$ cat src/rtl/posit_pkg.sv
// rtl/posit_pkg.sv - posit format table and unpacked-operand layout shared by the PPU stages
package posit_pkg;

   typedef enum logic [1:0] {
      POSIT16_ES1 = 2'd0,
      POSIT8_ES2  = 2'd1,
      POSIT32_ES2 = 2'd2
   } posit_format_e;

   function automatic int posit_width(posit_format_e fmt);
      case (fmt)
         POSIT8_ES2:  return 8;
         POSIT32_ES2: return 32;
         default:     return 16;
      endcase
   endfunction

   function automatic int exp_bits(posit_format_e fmt);
      case (fmt)
         POSIT8_ES2:  return 2;
         POSIT32_ES2: return 2;
         default:     return 1;
      endcase
   endfunction

   // Sized for the widest format; narrower formats occupy the low bits of each field.
   localparam int MAX_N  = 32;
   localparam int MAX_ES = 2;
   localparam int MAX_RS = 5;
   localparam int MAX_SW = MAX_RS + MAX_ES + 5;

   typedef struct packed {
      logic                     sign;
      logic signed [MAX_RS:0]   k;
      logic [MAX_ES-1:0]        exp;
      logic [MAX_N-1:0]         mant;
      logic signed [MAX_SW-1:0] total_exp;
      logic                     nar;
      logic                     zero;
   } posit_unpacked_t;

endpackage

$ cat src/rtl/posit_regime_count.sv
// rtl/posit_regime_count.sv - leading-run length of the regime bit over an N-1 bit posit body
module posit_regime_count #(
   parameter  int N  = 16,
   localparam int RS = $clog2(N)
) (
   input  logic [N-2:0]  body,
   output logic [RS-1:0] run_len,
   output logic          uniform
);

   logic run;

   always_comb begin
      run_len = RS'(1);
      run     = 1'b1;
      for (int i = N - 3; i >= 0; i--) begin
         if (run && (body[i] == body[N-2])) begin
            run_len = run_len + RS'(1);
         end else begin
            run = 1'b0;
         end
      end
   end

   assign uniform = (run_len == RS'(N - 1));

endmodule

$ cat src/rtl/posit_unpack_pipe.sv
// rtl/posit_unpack_pipe.sv - two-stage posit decoder with valid/ready; POSIT_UNPACK_FLUSH_EN adds flush_i
module posit_unpack_pipe
   import posit_pkg::*;
#(
   parameter  posit_format_e pFormat  = posit_format_e'(0),
   parameter  int            TagWidth = 1,
   localparam int            N        = posit_width(pFormat),
   localparam int            ES       = exp_bits(pFormat),
   localparam int            RS       = $clog2(N),
   localparam int            SW       = RS + ES + 5
) (
   input  logic                 clk_i,
   input  logic                 rst_ni,
   input  logic                 in_valid_i,
   output logic                 in_ready_o,
   input  logic [N-1:0]         operand_i,
   input  logic [TagWidth-1:0]  tag_i,
   output logic                 out_valid_o,
   input  logic                 out_ready_i,
   output logic                 sign_o,
   output logic signed [RS:0]   k_o,
   output logic [ES-1:0]        exp_o,
   output logic [N-1:0]         mant_o,
   output logic signed [SW-1:0] total_exp_o,
   output logic                 nar_o,
   output logic                 zero_o,
   output logic [TagWidth-1:0]  tag_o
`ifdef POSIT_UNPACK_FLUSH_EN
   ,
   input  logic                 flush_i
`endif
);

   logic flush;
`ifdef POSIT_UNPACK_FLUSH_EN
   assign flush = flush_i;
`else
   assign flush = 1'b0;
`endif

   logic                s1_valid, s2_valid, s1_rdy, s2_rdy, s1_load, s2_load;
   logic                s1_sign, s1_nar, s1_zero;
   logic [N-2:0]        s1_body;
   logic [TagWidth-1:0] s1_tag;

   assign s2_rdy      = ~s2_valid | out_ready_i;
   assign s1_rdy      = ~s1_valid | s2_rdy;
   assign in_ready_o  = s1_rdy & ~flush;
   assign s1_load     = in_valid_i & in_ready_o;
   assign s2_load     = s1_valid & s2_rdy & ~flush;
   assign out_valid_o = s2_valid;

   always_ff @(posedge clk_i or negedge rst_ni) begin
      if (!rst_ni) begin
         s1_valid <= 1'b0;
         s1_sign  <= 1'b0;
         s1_nar   <= 1'b0;
         s1_zero  <= 1'b0;
         s1_body  <= '0;
         s1_tag   <= '0;
      end else begin
         if (flush) begin
            s1_valid <= 1'b0;
         end else if (s1_rdy) begin
            s1_valid <= in_valid_i;
         end
         // Negative posits decode from the two's complement of the body.
         if (s1_load) begin
            s1_sign <= operand_i[N-1];
            s1_nar  <= (operand_i == {1'b1, {(N-1){1'b0}}});
            s1_zero <= (operand_i == '0);
            s1_body <= operand_i[N-1] ? -operand_i[N-2:0] : operand_i[N-2:0];
            s1_tag  <= tag_i;
         end
      end
   end

   logic [RS-1:0]        run_len;
   logic                 uniform;
   logic [N-2:0]         rem;
   logic signed [RS:0]   k_c;
   logic [ES-1:0]        exp_c;
   logic [N-1:0]         mant_c;
   logic signed [SW-1:0] scale_c;

   posit_regime_count #(.N(N)) u_regime (
      .body    (s1_body),
      .run_len (run_len),
      .uniform (uniform)
   );

   always_comb begin
      rem     = uniform ? '0 : (s1_body << (run_len + RS'(1)));
      k_c     = s1_body[N-2] ? {1'b0, run_len - RS'(1)} : -{1'b0, run_len};
      exp_c   = rem[N-2 -: ES];
      mant_c  = {1'b1, rem[N-2-ES:0], {ES{1'b0}}};
      scale_c = ({{(SW-RS-1){k_c[RS]}}, k_c} <<< ES) + SW'(exp_c);
      if (s1_nar || s1_zero) begin
         k_c     = '0;
         exp_c   = '0;
         mant_c  = '0;
         scale_c = '0;
      end
   end

   always_ff @(posedge clk_i or negedge rst_ni) begin
      if (!rst_ni) begin
         s2_valid    <= 1'b0;
         sign_o      <= 1'b0;
         k_o         <= '0;
         exp_o       <= '0;
         mant_o      <= '0;
         total_exp_o <= '0;
         nar_o       <= 1'b0;
         zero_o      <= 1'b0;
         tag_o       <= '0;
      end else begin
         if (flush) begin
            s2_valid <= 1'b0;
         end else if (s2_rdy) begin
            s2_valid <= s1_valid;
         end
         if (s2_load) begin
            sign_o      <= s1_sign;
            k_o         <= k_c;
            exp_o       <= exp_c;
            mant_o      <= mant_c;
            total_exp_o <= scale_c;
            nar_o       <= s1_nar;
            zero_o      <= s1_zero;
            tag_o       <= s1_tag;
         end
      end
   end

endmodule

$ cat config.mk
export PLATFORM = sky130hd
export DESIGN_NAME = posit_unpack_pipe
export DESIGN_NICKNAME = d
export VERILOG_FILES = /design/src/rtl/posit_pkg.sv /design/src/rtl/posit_regime_count.sv /design/src/rtl/posit_unpack_pipe.sv
export SDC_FILE = /design/constraint.sdc
export NUM_CORES = 1
export LEC_CHECK = 0
export BUFFER_PORTS_ARGS = -buffer_cell sky130_fd_sc_hd__buf_2
export CAP_MARGIN = 20
export CORE_MARGIN = 2
export CORE_UTILIZATION = 30
export DETAILED_ROUTE_END_ITERATION = 6
export SYNTH_ARGS = -nofsm -noshare
export SYNTH_HDL_FRONTEND = slang
export SYNTH_SLANG_ARGS = --single-unit
$ cat constraint.sdc
create_clock -name clk_i -period 7.9 [get_ports clk_i]
set_input_delay 0.395 -clock clk_i [delete_from_list [all_inputs] [get_ports clk_i]]
set_output_delay 0.395 -clock clk_i [all_outputs]
set_load 0.02 [all_outputs]
==> flow_summary_export.csv <==
group,metric,value,unit
route,avgViaCountPerCell,5.044,
clock_network,cts_resized,0,
timing,whs,-0.009007,ns
global_routing,grt-ovfl-total,0,
clock_network,cts_buffers,5,
route,ant_nets,0,
route,drt_iter0_drc,297,
setup_path,reg2reg_depth,26,
synthesis,synth_fp_nets,474,
synthesis,synth-edff-count,0,
setup_path,critical_path.top_delay_family,"simple AND/OR/NAND/NOR gates",
final_layout,antennaDiodeCount,0,
flow_run,maxCapViolations,0,
die,rows,41,
synthesis,synth_async_sr_flop_share,1.000,
global_routing,grt_pass1_wl,14.91,mm
timing,slew_headroom,0.3638,
synthesis,synth_top_area_frac,0.3003,
placement,hpwl,6.885,mm
status,violations,"hold timing",
timing,finalSetupTns,0,ns
setup_path,cp.required,8.07,ns
synthesis,yosys.area.top_type,"dfrtp_1",
route,firstDrtPassIters,4,
status,status,"complete, but fails checks",
setup_path,cp-end-kind,"flop",
timing,slew_viol_final,0,
setup_path,r2r-start,"s1_body[14]$_DFFE_PN0P_",
synthesis,postSynthCellCount,442,
final_layout,final_cell_mix,"nand2_1, buf_2, dfrtp_1",
global_routing,track_usage,0.1328,
min_path,hp-class,"input pin to asynchronous set/reset pin",
clock_network,cts.path.max_buffers,2,
placement,post-place-ws,1.320,ns
route,wl_per_cell,13.53,um
timing,skew,0.009954,ns
die,die-width,117.0,um
die,start_util,0.3050,
setup_path,ff2ff_setup_slack,1.26,ns
synthesis,synth_seq_cells,46,
setup_path,cp_num_buf_inv,2,
timing,fin_ws,1.256,ns
timing,setup_violations,0,
power_and_ir_drop,max-vdd-ir-drop,0.1101,mV
timing,rsz0062_at_grt,"no",
clock_network,post_cts.repair.setup_buffers,0,
setup_path,critPathLaunchType,"flop",
placement,dpl_cell_area,4131,um2
setup_path,r2r_end,"mant_o[2]$_DFFE_PN0P_",
die,io_pins,59,
clock_network,path_clk_slew,0.07,ns
synthesis,ys_seq_area_frac,0.3003,
synthesis,synth_flop_cell,"dfrtp_1",
clock_network,cts_max_level,2,
setup_path,cp_slowest_stage_delay,0.59,ns
setup_path,path_class,"flop to flop",
timing,finalHoldViolations,4,
final_layout,fin_util,0.3420,
final_layout,drive_gt1_frac,0.2090,
power_and_ir_drop,leakage,2.029,nW
final_layout,area_delta_synth_final,12.11,%
die,core,12570,um2
synthesis,ys_warn_count,0,
timing,fin_crit,6.644,ns
synthesis,synth_area_leaders,"dfrtp_1, mux2i_1, nand2_1",
timing,max_freq,150.5,MHz
route,vias,3233,
die,die-area,13700,um2
power_and_ir_drop,power.density,290.8,nW/um2
clock_network,cts_tree,"done",
power_and_ir_drop,power,1.250,mW
route,drt-total-wl,8.671,mm
clock_network,root_buffer,"clkbuf_16",
timing,worstMarginPinSlew,0.9521,ns
timing,timing.final.crit_share,0.8410,
setup_path,crit_top_cell,"ha_1",
clock_network,cts_hold_buffers,0,
setup_path,crit_path_max_fanout,19,
setup_path,crit_arrival,6.81,ns
clock_network,cts.sinks,46,
global_routing,grt_pass1_vias,3049,
global_routing,antenna_found_initial,0,
placement,place.port_buffers,57,
synthesis,yosysUniqueCellTypes,69,
final_layout,final_cells,641,
placement,place_inst,632,
global_routing,grt_max_degree,47,
route,drc,0,
final_layout,final_common_cell,"nand2_1",
clock_network,insertion_delay,0.28,ns
placement,place_congestion,0.9202,
final_layout,fin_area,4298,um2
synthesis,synth_area_per_cell,8.673,um2
final_layout,finalNetCount,500,
synthesis,synth_area,3834,um2
setup_path,critPathSlowestCell,"dfrtp_1",
die,die_h,117.0,um
## metal layers
| layer | up-vias | part of all wire | track usage |
|---|---|---|---|
| met1 | 1531 | 0.49 | 0.1887 |
| met4 | 0 | 0.0090 | 0.02824 |
| li1 | 1610 | - | - |
| met5 | - | 0 | 0 |
| met3 | 7 | 0.044 | 0.01957 |
| met2 | 85 | 0.46 | 0.2154 |
## where the power goes
part	switching (mW)	internal, mW	total, mW
sequential	0.0647	0.295	0.360
clock	0.0889	0.117	0.206
combinational	0.400	0.283	0.683
## worst register-to-register path, delay by kind of cell (launching register included)
family | cells | cell delay [ns]
muxes | 3 | 0.55
buffers and inverters | 2 | 0.14
adders and majority gates | 4 | 1.18
xor gates and xnor gates | 2 | 0.65
DFF | 1 | 0.59
and+or+nand+nor | 9 | 1.97
AOI/OAI and AO/OA | 6 | 1.45
## state kept, by name, summed over array words and instances (netlist names)
signal	count
k_o	4
mant_o	15
nar_o	1
out_valid_o	1
s1_body	15
s1_nar	1
s1_sign	1
s1_tag	1
s1_valid	1
s1_zero	1
sign_o	1
tag_o	1
total_exp_o	2
zero_o	1
## Yosys cell counts, types with 5 or more instances
master    count
nand2b_1     12
mux2i_1      36
buf_2         8
or3_1         7
clkbuf_1     18
nor3_1        9
dfrtp_1      46
buf_4        13
xnor2_1       8
inv_1        14
nand2_1      59
and3_1        5
o31ai_1       5
mux2_2       11
ha_1         11
xor2_1       15
a32o_1        5
and2_1        6
nand3_1       8
a21oi_1      15
o21ai_0      36
nor2_1       16
## logic make-up after synthesis
logic type                 share of synthesized area
DFF                                           0.3003
muxes                                         0.1351
other                                      0.0009782
xor gates and xnor gates                     0.07082
and+or+nand+nor                               0.2125
AOI/OAI and AO/OA                             0.1710
buffers and inverters                        0.07343
adders and majority gates                    0.03590
## final cells by class
| cell class | instances | area [um2] |
|---|---|---|
| clock inverters | 3 | 21.27 |
| inverters | 15 | 56.30 |
| multi-input cells | 339 | 2401 |
| flip-flops and latches | 46 | 1151 |
| repair buffers | 61 | 327.8 |
| clock buffers | 5 | 125.1 |
| well taps | 172 | 215.2 |
| fillers | 1324 | 8270 |
## how the worst max path moves through the flow
| stage | from | endpoint | slack, ns | cells past startpoint |
|---|---|---|---|---|
| final | s1_body[14]$_DFFE_PN0P_ | mant_o[2]$_DFFE_PN0P_ | 1.26 | 26 |
| after global routing | s1_body[14]$_DFFE_PN0P_ | mant_o[2]$_DFFE_PN0P_ | 0.56 | 26 |
| after CTS | s1_body[14]$_DFFE_PN0P_ | mant_o[2]$_DFFE_PN0P_ | 1.31 | 26 |
| after detailed placement | s1_body[14]$_DFFE_PN0P_ | mant_o[2]$_DFFE_PN0P_ | 1.32 | 26 |
| after global placement | s1_body[14]$_DFFE_PN0P_ | mant_o[2]$_DFFE_PN0P_ | 1.54 | 26 |
| after floorplan | s1_body[12]$_DFFE_PN0P_ | mant_o[1]$_DFFE_PN0P_ | 2.15 | 31 |
Note: power is estimated with default switching activity, not from simulation.
